<file path="config.mk">
export PLATFORM = sky130hd
export DESIGN_NAME = lcd_bus_writer
export DESIGN_NICKNAME = d
export VERILOG_FILES = /design/src/rtl/lcd_bus_writer.sv
export SDC_FILE = /design/constraint.sdc
export NUM_CORES = 1
export LEC_CHECK = 0
export ABC_AREA = 0
export BUFFER_PORTS_ARGS = -buffer_cell sky130_fd_sc_hd__buf_2
export CELL_PAD_IN_SITES_DETAIL_PLACEMENT = 1
export CELL_PAD_IN_SITES_GLOBAL_PLACEMENT = 2
export CORE_ASPECT_RATIO = 0.75
export CORE_MARGIN = 5
export CORE_UTILIZATION = 40
export DETAILED_ROUTE_END_ITERATION = 12
export PLACE_DENSITY = 0.76
export SYNTH_ARGS = -nofsm -noshare
export SYNTH_HDL_FRONTEND = slang
export SYNTH_SLANG_ARGS = --single-unit
</file>
<file path="constraint.sdc">
create_clock -name in_Clk -period 3.55 [get_ports in_Clk]
set_input_delay 0.355 -clock in_Clk [delete_from_list [all_inputs] [get_ports in_Clk]]
set_output_delay 0.355 -clock in_Clk [all_outputs]
set_load 0.01 [all_outputs]
</file>
<file path="src/rtl/lcd_bus_writer.sv">
// HD44780-style parallel LCD bus writer: buffers {rs,data} writes in a small FIFO
// and owns all lcd_e timing (power-up wait, setup, pulse, hold, execution delay).
module lcd_bus_writer #(
  parameter int unsigned T_POWERUP   = 750000,
  parameter int unsigned T_SETUP     = 2,
  parameter int unsigned T_PW        = 25,
  parameter int unsigned T_HOLD      = 2,
  parameter int unsigned T_EXEC      = 2000,
  parameter int unsigned T_EXEC_LONG = 80000,
  parameter int unsigned CW          = 20,
  parameter int unsigned DEPTH_LOG2  = 2
) (
  input  logic       in_Clk,
  input  logic       rst_n,
  input  logic       wr_valid,
  output logic       wr_ready,
  input  logic       wr_rs,
  input  logic [7:0] wr_data,
  output logic       busy,
  output logic       lcd_rs,
  output logic       lcd_rw,
  output logic       lcd_e,
  output logic [7:0] lcd_data
);

  localparam int unsigned DEPTH = 1 << DEPTH_LOG2;
  localparam int unsigned PW    = DEPTH_LOG2 + 1;

  localparam logic [CW-1:0] POWERUP_LAST = CW'(T_POWERUP - 1);
  localparam logic [CW-1:0] SETUP_LAST   = CW'(T_SETUP - 1);
  localparam logic [CW-1:0] PULSE_LAST   = CW'(T_PW - 1);
  localparam logic [CW-1:0] HOLD_LAST    = CW'(T_HOLD - 1);
  localparam logic [CW-1:0] EXEC_LAST    = CW'(T_EXEC - 1);
  localparam logic [CW-1:0] LONG_LAST    = CW'(T_EXEC_LONG - 1);
  localparam logic [PW-1:0] FILL_FULL    = PW'(DEPTH);

  typedef enum logic [2:0] {
    ST_POWERUP,
    ST_IDLE,
    ST_SETUP,
    ST_PULSE,
    ST_HOLD,
    ST_EXEC
  } state_t;

  state_t        state, state_n;
  logic [CW-1:0] cnt, cnt_n;
  logic          long_q;

  logic [PW-1:0] wr_ptr, rd_ptr, wr_ptr_n, rd_ptr_n;
  logic [PW-1:0] fill, fill_n;
  logic [8:0]    mem [DEPTH];
  logic [8:0]    head;
  logic          push, pop, fifo_empty;

  // Full/empty come from the pointer difference; the extra pointer bit
  // distinguishes a full FIFO from an empty one.
  assign fill       = wr_ptr - rd_ptr;
  assign fifo_empty = (fill == '0);
  assign head       = mem[rd_ptr[DEPTH_LOG2-1:0]];

  // wr_ready is the registered not-full flag, so a pop on a full FIFO never
  // opens the door for a push in the same cycle.
  assign push     = wr_valid && wr_ready;
  assign wr_ptr_n = wr_ptr + PW'(push);
  assign rd_ptr_n = rd_ptr + PW'(pop);
  assign fill_n   = wr_ptr_n - rd_ptr_n;

  assign lcd_rw = 1'b0;

  always_ff @(posedge in_Clk) begin
    if (push) begin
      mem[wr_ptr[DEPTH_LOG2-1:0]] <= {wr_rs, wr_data};
    end
  end

  always_comb begin
    state_n = state;
    cnt_n   = cnt;
    pop     = 1'b0;
    case (state)
      ST_POWERUP: begin
        if (cnt == POWERUP_LAST) begin
          state_n = ST_IDLE;
          cnt_n   = '0;
        end else begin
          cnt_n = cnt + CW'(1);
        end
      end
      ST_IDLE: begin
        if (!fifo_empty) begin
          pop     = 1'b1;
          state_n = ST_SETUP;
          cnt_n   = '0;
        end
      end
      ST_SETUP: begin
        if (cnt == SETUP_LAST) begin
          state_n = ST_PULSE;
          cnt_n   = '0;
        end else begin
          cnt_n = cnt + CW'(1);
        end
      end
      ST_PULSE: begin
        if (cnt == PULSE_LAST) begin
          state_n = ST_HOLD;
          cnt_n   = '0;
        end else begin
          cnt_n = cnt + CW'(1);
        end
      end
      ST_HOLD: begin
        if (cnt == HOLD_LAST) begin
          state_n = ST_EXEC;
          cnt_n   = '0;
        end else begin
          cnt_n = cnt + CW'(1);
        end
      end
      ST_EXEC: begin
        if (cnt == (long_q ? LONG_LAST : EXEC_LAST)) begin
          state_n = ST_IDLE;
          cnt_n   = '0;
        end else begin
          cnt_n = cnt + CW'(1);
        end
      end
      default: begin
        state_n = ST_POWERUP;
        cnt_n   = '0;
      end
    endcase
  end

  // Outputs are registered from next-state values so lcd_e, wr_ready and busy
  // line up with the state they describe without any combinational decode.
  always_ff @(posedge in_Clk or negedge rst_n) begin
    if (!rst_n) begin
      state    <= ST_POWERUP;
      cnt      <= '0;
      wr_ptr   <= '0;
      rd_ptr   <= '0;
      long_q   <= 1'b0;
      lcd_rs   <= 1'b0;
      lcd_data <= '0;
      lcd_e    <= 1'b0;
      wr_ready <= 1'b0;
      busy     <= 1'b1;
    end else begin
      state    <= state_n;
      cnt      <= cnt_n;
      wr_ptr   <= wr_ptr_n;
      rd_ptr   <= rd_ptr_n;
      lcd_e    <= (state_n == ST_PULSE);
      wr_ready <= (fill_n != FILL_FULL);
      busy     <= !((state_n == ST_IDLE) && (fill_n == '0));
      if (pop) begin
        lcd_rs   <= head[8];
        lcd_data <= head[7:0];
        long_q   <= !head[8] && (head[7:0] inside {8'h01, 8'h02, 8'h03});
      end
    end
  end

endmodule

</file>
==> flow_summary.json <==
{
  "root_buffer": "clkbuf_16",
  "synth_mux_area_share_pct": 9.12,
  "post-dp-hpwl_um": 5710,
  "worst_pin_slew_ns": 1.02,
  "reg2reg_depth": 15,
  "fp.coreArea_mm2": 0.00901,
  "crit_path_start_kind": "flop",
  "wire_per_inst_um": 19.0,
  "fillers": 942,
  "numCtsBuffers": 9,
  "final_antenna_net_count": 0,
  "layout.nets": 343,
  "drcViolationCount": 0,
  "met1_length_um": 4260,
  "ys_top_cells_by_area": "edfxtp_1, dfrtp_1, mux4_2, ha_1, o21ai_0",
  "synthSimpleGateAreaFrac_pct": 15.5,
  "synth-seq-area-share_pct": 58.2,
  "fp.dieW_um": 121,
  "maxSlewHeadroom_pct": 31.9,
  "multi_input_area_mm2": 0.00145,
  "wl_met3_um": 360,
  "synth_ff_type": "dfrtp_1",
  "syn2layout_area_growth_pct": 14.7,
  "hold_class": "input port to async pin",
  "firstDrtPassIters": 4,
  "grt_max_degree": 43,
  "netlist_area_mm2": 0.00366,
  "cts_hold_buf": 0,
  "wl_um": 8310,
  "timing.rr.end": "busy",
  "grt_setup_unrepaired": "false",
  "run_status": "finished clean",
  "arrival_ns": 3.11,
  "synthArstFlopShare_pct": 53.8,
  "layout-drive-gt1-share_pct": 22.5,
  "yosysWarnings": 0,
  "slew_violations": 0,
  "vias": 2456,
  "fin_crit_sh_pct": 80.5,
  "rows": 30,
  "critPathMaxFanout": 4,
  "synthesis.nets": 314,
  "gp_congestion": 0.832,
  "r2r_setup_slack_ns": 0.69,
  "synth_fa_ha_area_share_pct": 3.76,
  "cts_setup_buffers": 0,
  "yosysTopAreaCellShare_pct": 29.5,
  "fp.dieArea_mm2": 0.0112,
  "synthCells": 291,
  "finClkSkew_ns": 0.00737,
  "p_leak_nw": 1.68,
  "finalHoldViolCount": 0,
  "p_per_area_mw_per_mm2": 527,
  "synth_top_family_by_area": "simple AND/OR/NAND/NOR gates",
  "grt-ovfl-total": 0,
  "cts_resized": 0,
  "regArea_mm2": 0.00213,
  "final_core_util_pct": 46.7,
  "tns_ns": 0,
  "synth_compound_area_share_pct": 8.54,
  "clkSinkCount": 78,
  "start_util_pct": 40.7,
  "cp.required_ns": 3.80,
  "syn_avg_cell_area_um2": 12.6,
  "ys_ff_latch": 78,
  "drt_iter0_markers": 106,
  "routed.top_layer": "met4",
  "end_kind": "flop",
  "grt_pass1_vias": 2617,
  "h-tree-depth": 3,
  "synth_top_area_cell": "edfxtp_1",
  "wl_met2_um": 3570,
  "setup_viol": 0,
  "antenna_cells": 0,
  "timing.rr.start": "wr_ptr[0]",
  "grt_pass1_wl_um": 14200,
  "vdd.ir_drop.worst_uv": 318,
  "netlist-cell-type-count": 51,
  "cts_tree": "yes",
  "io_buffers": 23,
  "clkLatencyLatePin_ns": 0.34,
  "period_needed_ns": 2.86,
  "max_freq_mhz": 350,
  "antenna_found_initial": 0,
  "boundaryPins": 25,
  "dieHeight_um": 92.9,
  "synth_edf_count": 36,
  "yosys.area_share.xor_xnor_pct": 2.39,
  "track_usage_pct": 16.4,
  "crit_type": "flop to flop",
  "vias_per_cell": 5.62,
  "maxCapViolCount": 0,
  "clkTransAtPathRegs_ns": 0.06,
  "clockBufferDepth": 2
}
## Yosys cell counts, types with 3 or more instances
master    count
a21oi_1       6
and3_1        7
clkbuf_1      9
dfrtp_1      41
edfxtp_1     36
ha_1         11
inv_1        11
mux2_2        9
mux2i_1       3
mux4_2        9
nand2_1      19
nand2b_1      3
nand3_1      14
nand4_1       4
nor2_1       14
nor2b_1       3
nor3_1       11
nor4_1        5
o21ai_0      21
o22ai_1       3
o32ai_1       3
or3_1         3
or4_1         4
xnor2_1       6
xor2_1        4
## worst max-delay path, stage by stage, from the launching register on
cell and delay, ns:
dfrtp_1 0.39, inv_1 0.09, ha_1 0.20, nor2b_1 0.14
xnor2_1 0.26, a31oi_1 0.15, and2_1 0.19, ha_1 0.19
ha_1 0.30, inv_1 0.05, ha_1 0.18, nor2b_1 0.13
xnor2_1 0.15, xnor2_1 0.11, nor2_1 0.14, nand4bb_1 0.12
## metal layers
metal / GRT usage [%] / up-vias
met2: 23.7 / 49
li1: - / 1160
met5: 0 / -
met4: 5.38 / 0
met1: 23.7 / 1239
met3: 4.70 / 8
## worst max-delay path by stage
stage | endpoint | depth (start not counted) | from
after floorplan | busy | 17 | rd_ptr[1]
after CTS | busy | 15 | wr_ptr[0]
final | busy | 15 | wr_ptr[0]
after global routing | busy | 15 | wr_ptr[0]
after detailed placement | busy | 15 | wr_ptr[0]
after global placement | busy | 15 | wr_ptr[0]
## layout by cell type (no fill, tap or decap), drive strengths merged, types with 4 or more instances in the layout
cell type / synthesis / routed
and3: 7 / 7
or4: 5 / 5
nor2: 15 / 15
nand4: 4 / 4
nor4: 6 / 6
xnor2: 6 / 6
dfrtp: 41 / 41
inv: 11 / 13
buf: 2 / 29
nor3: 12 / 12
clkinvlp: 0 / 4
o21ai: 23 / 23
o32ai: 4 / 4
a21oi: 6 / 6
clkbuf: 9 / 9
ha: 11 / 11
xor2: 4 / 4
edfxtp: 36 / 36
nand2: 19 / 19
mux2: 9 / 9
mux4: 9 / 9
nand3: 14 / 14
## metrics by stage
stage	power, mW	std cells	worst slack, ns	area [um^2]	hold WS, ns
4_1_cts	2.25	437	0.663	4210	0.221
3_5_place_dp	1.37	421	0.710	3920	0.491
2_1_floorplan	1.27	291	0.478	3660	0.0594
3_3_place_gp	1.35	421	0.822	3920	0.485
6_report	2.22	437	0.692	4210	0.198
5_1_grt	2.33	437	0.446	4210	0.224
## registers in the layout, indices dropped and copies added, names as in the netlist
signal,count
lcd_data,8
rd_ptr,3
state,3
cnt,20
lcd_e,1
busy,1
long_q,1
wr_ready,1
wr_ptr,3
mem,36
lcd_rs,1
## cells by family (layout without fill, tap and decap cells)
family / after synthesis / count (layout)
flip-flops: 78 / 78
other: 1 / 1
buffers and inverters: 22 / 56
multiplexers: 21 / 21
XOR/XNOR: 10 / 10
adder cells (fa/ha/maj): 11 / 11
AO/OA/AOI/OAI: 47 / 47
AND/OR/NAND/NOR: 101 / 101
## final cells by class
class                           count  area share (%)
Sequential cell                    78            50.7
Multi-Input combinational cell    191            34.5
Clock buffer                        9            5.36
Timing Repair Buffer               29            3.81
Tap cell                          112            3.33
Clock inverter                      7            1.34
Inverter                           11           0.982
## report_power, final
part / switching, mW / leakage, nW / internal, mW
clock network: 0.392 / 0.125 / 0.479
registers: 0.0380 / 0.888 / 1.05
logic: 0.160 / 0.672 / 0.0933
total: 0.590 / 1.68 / 1.63
(Power assumes the default switching activity.)
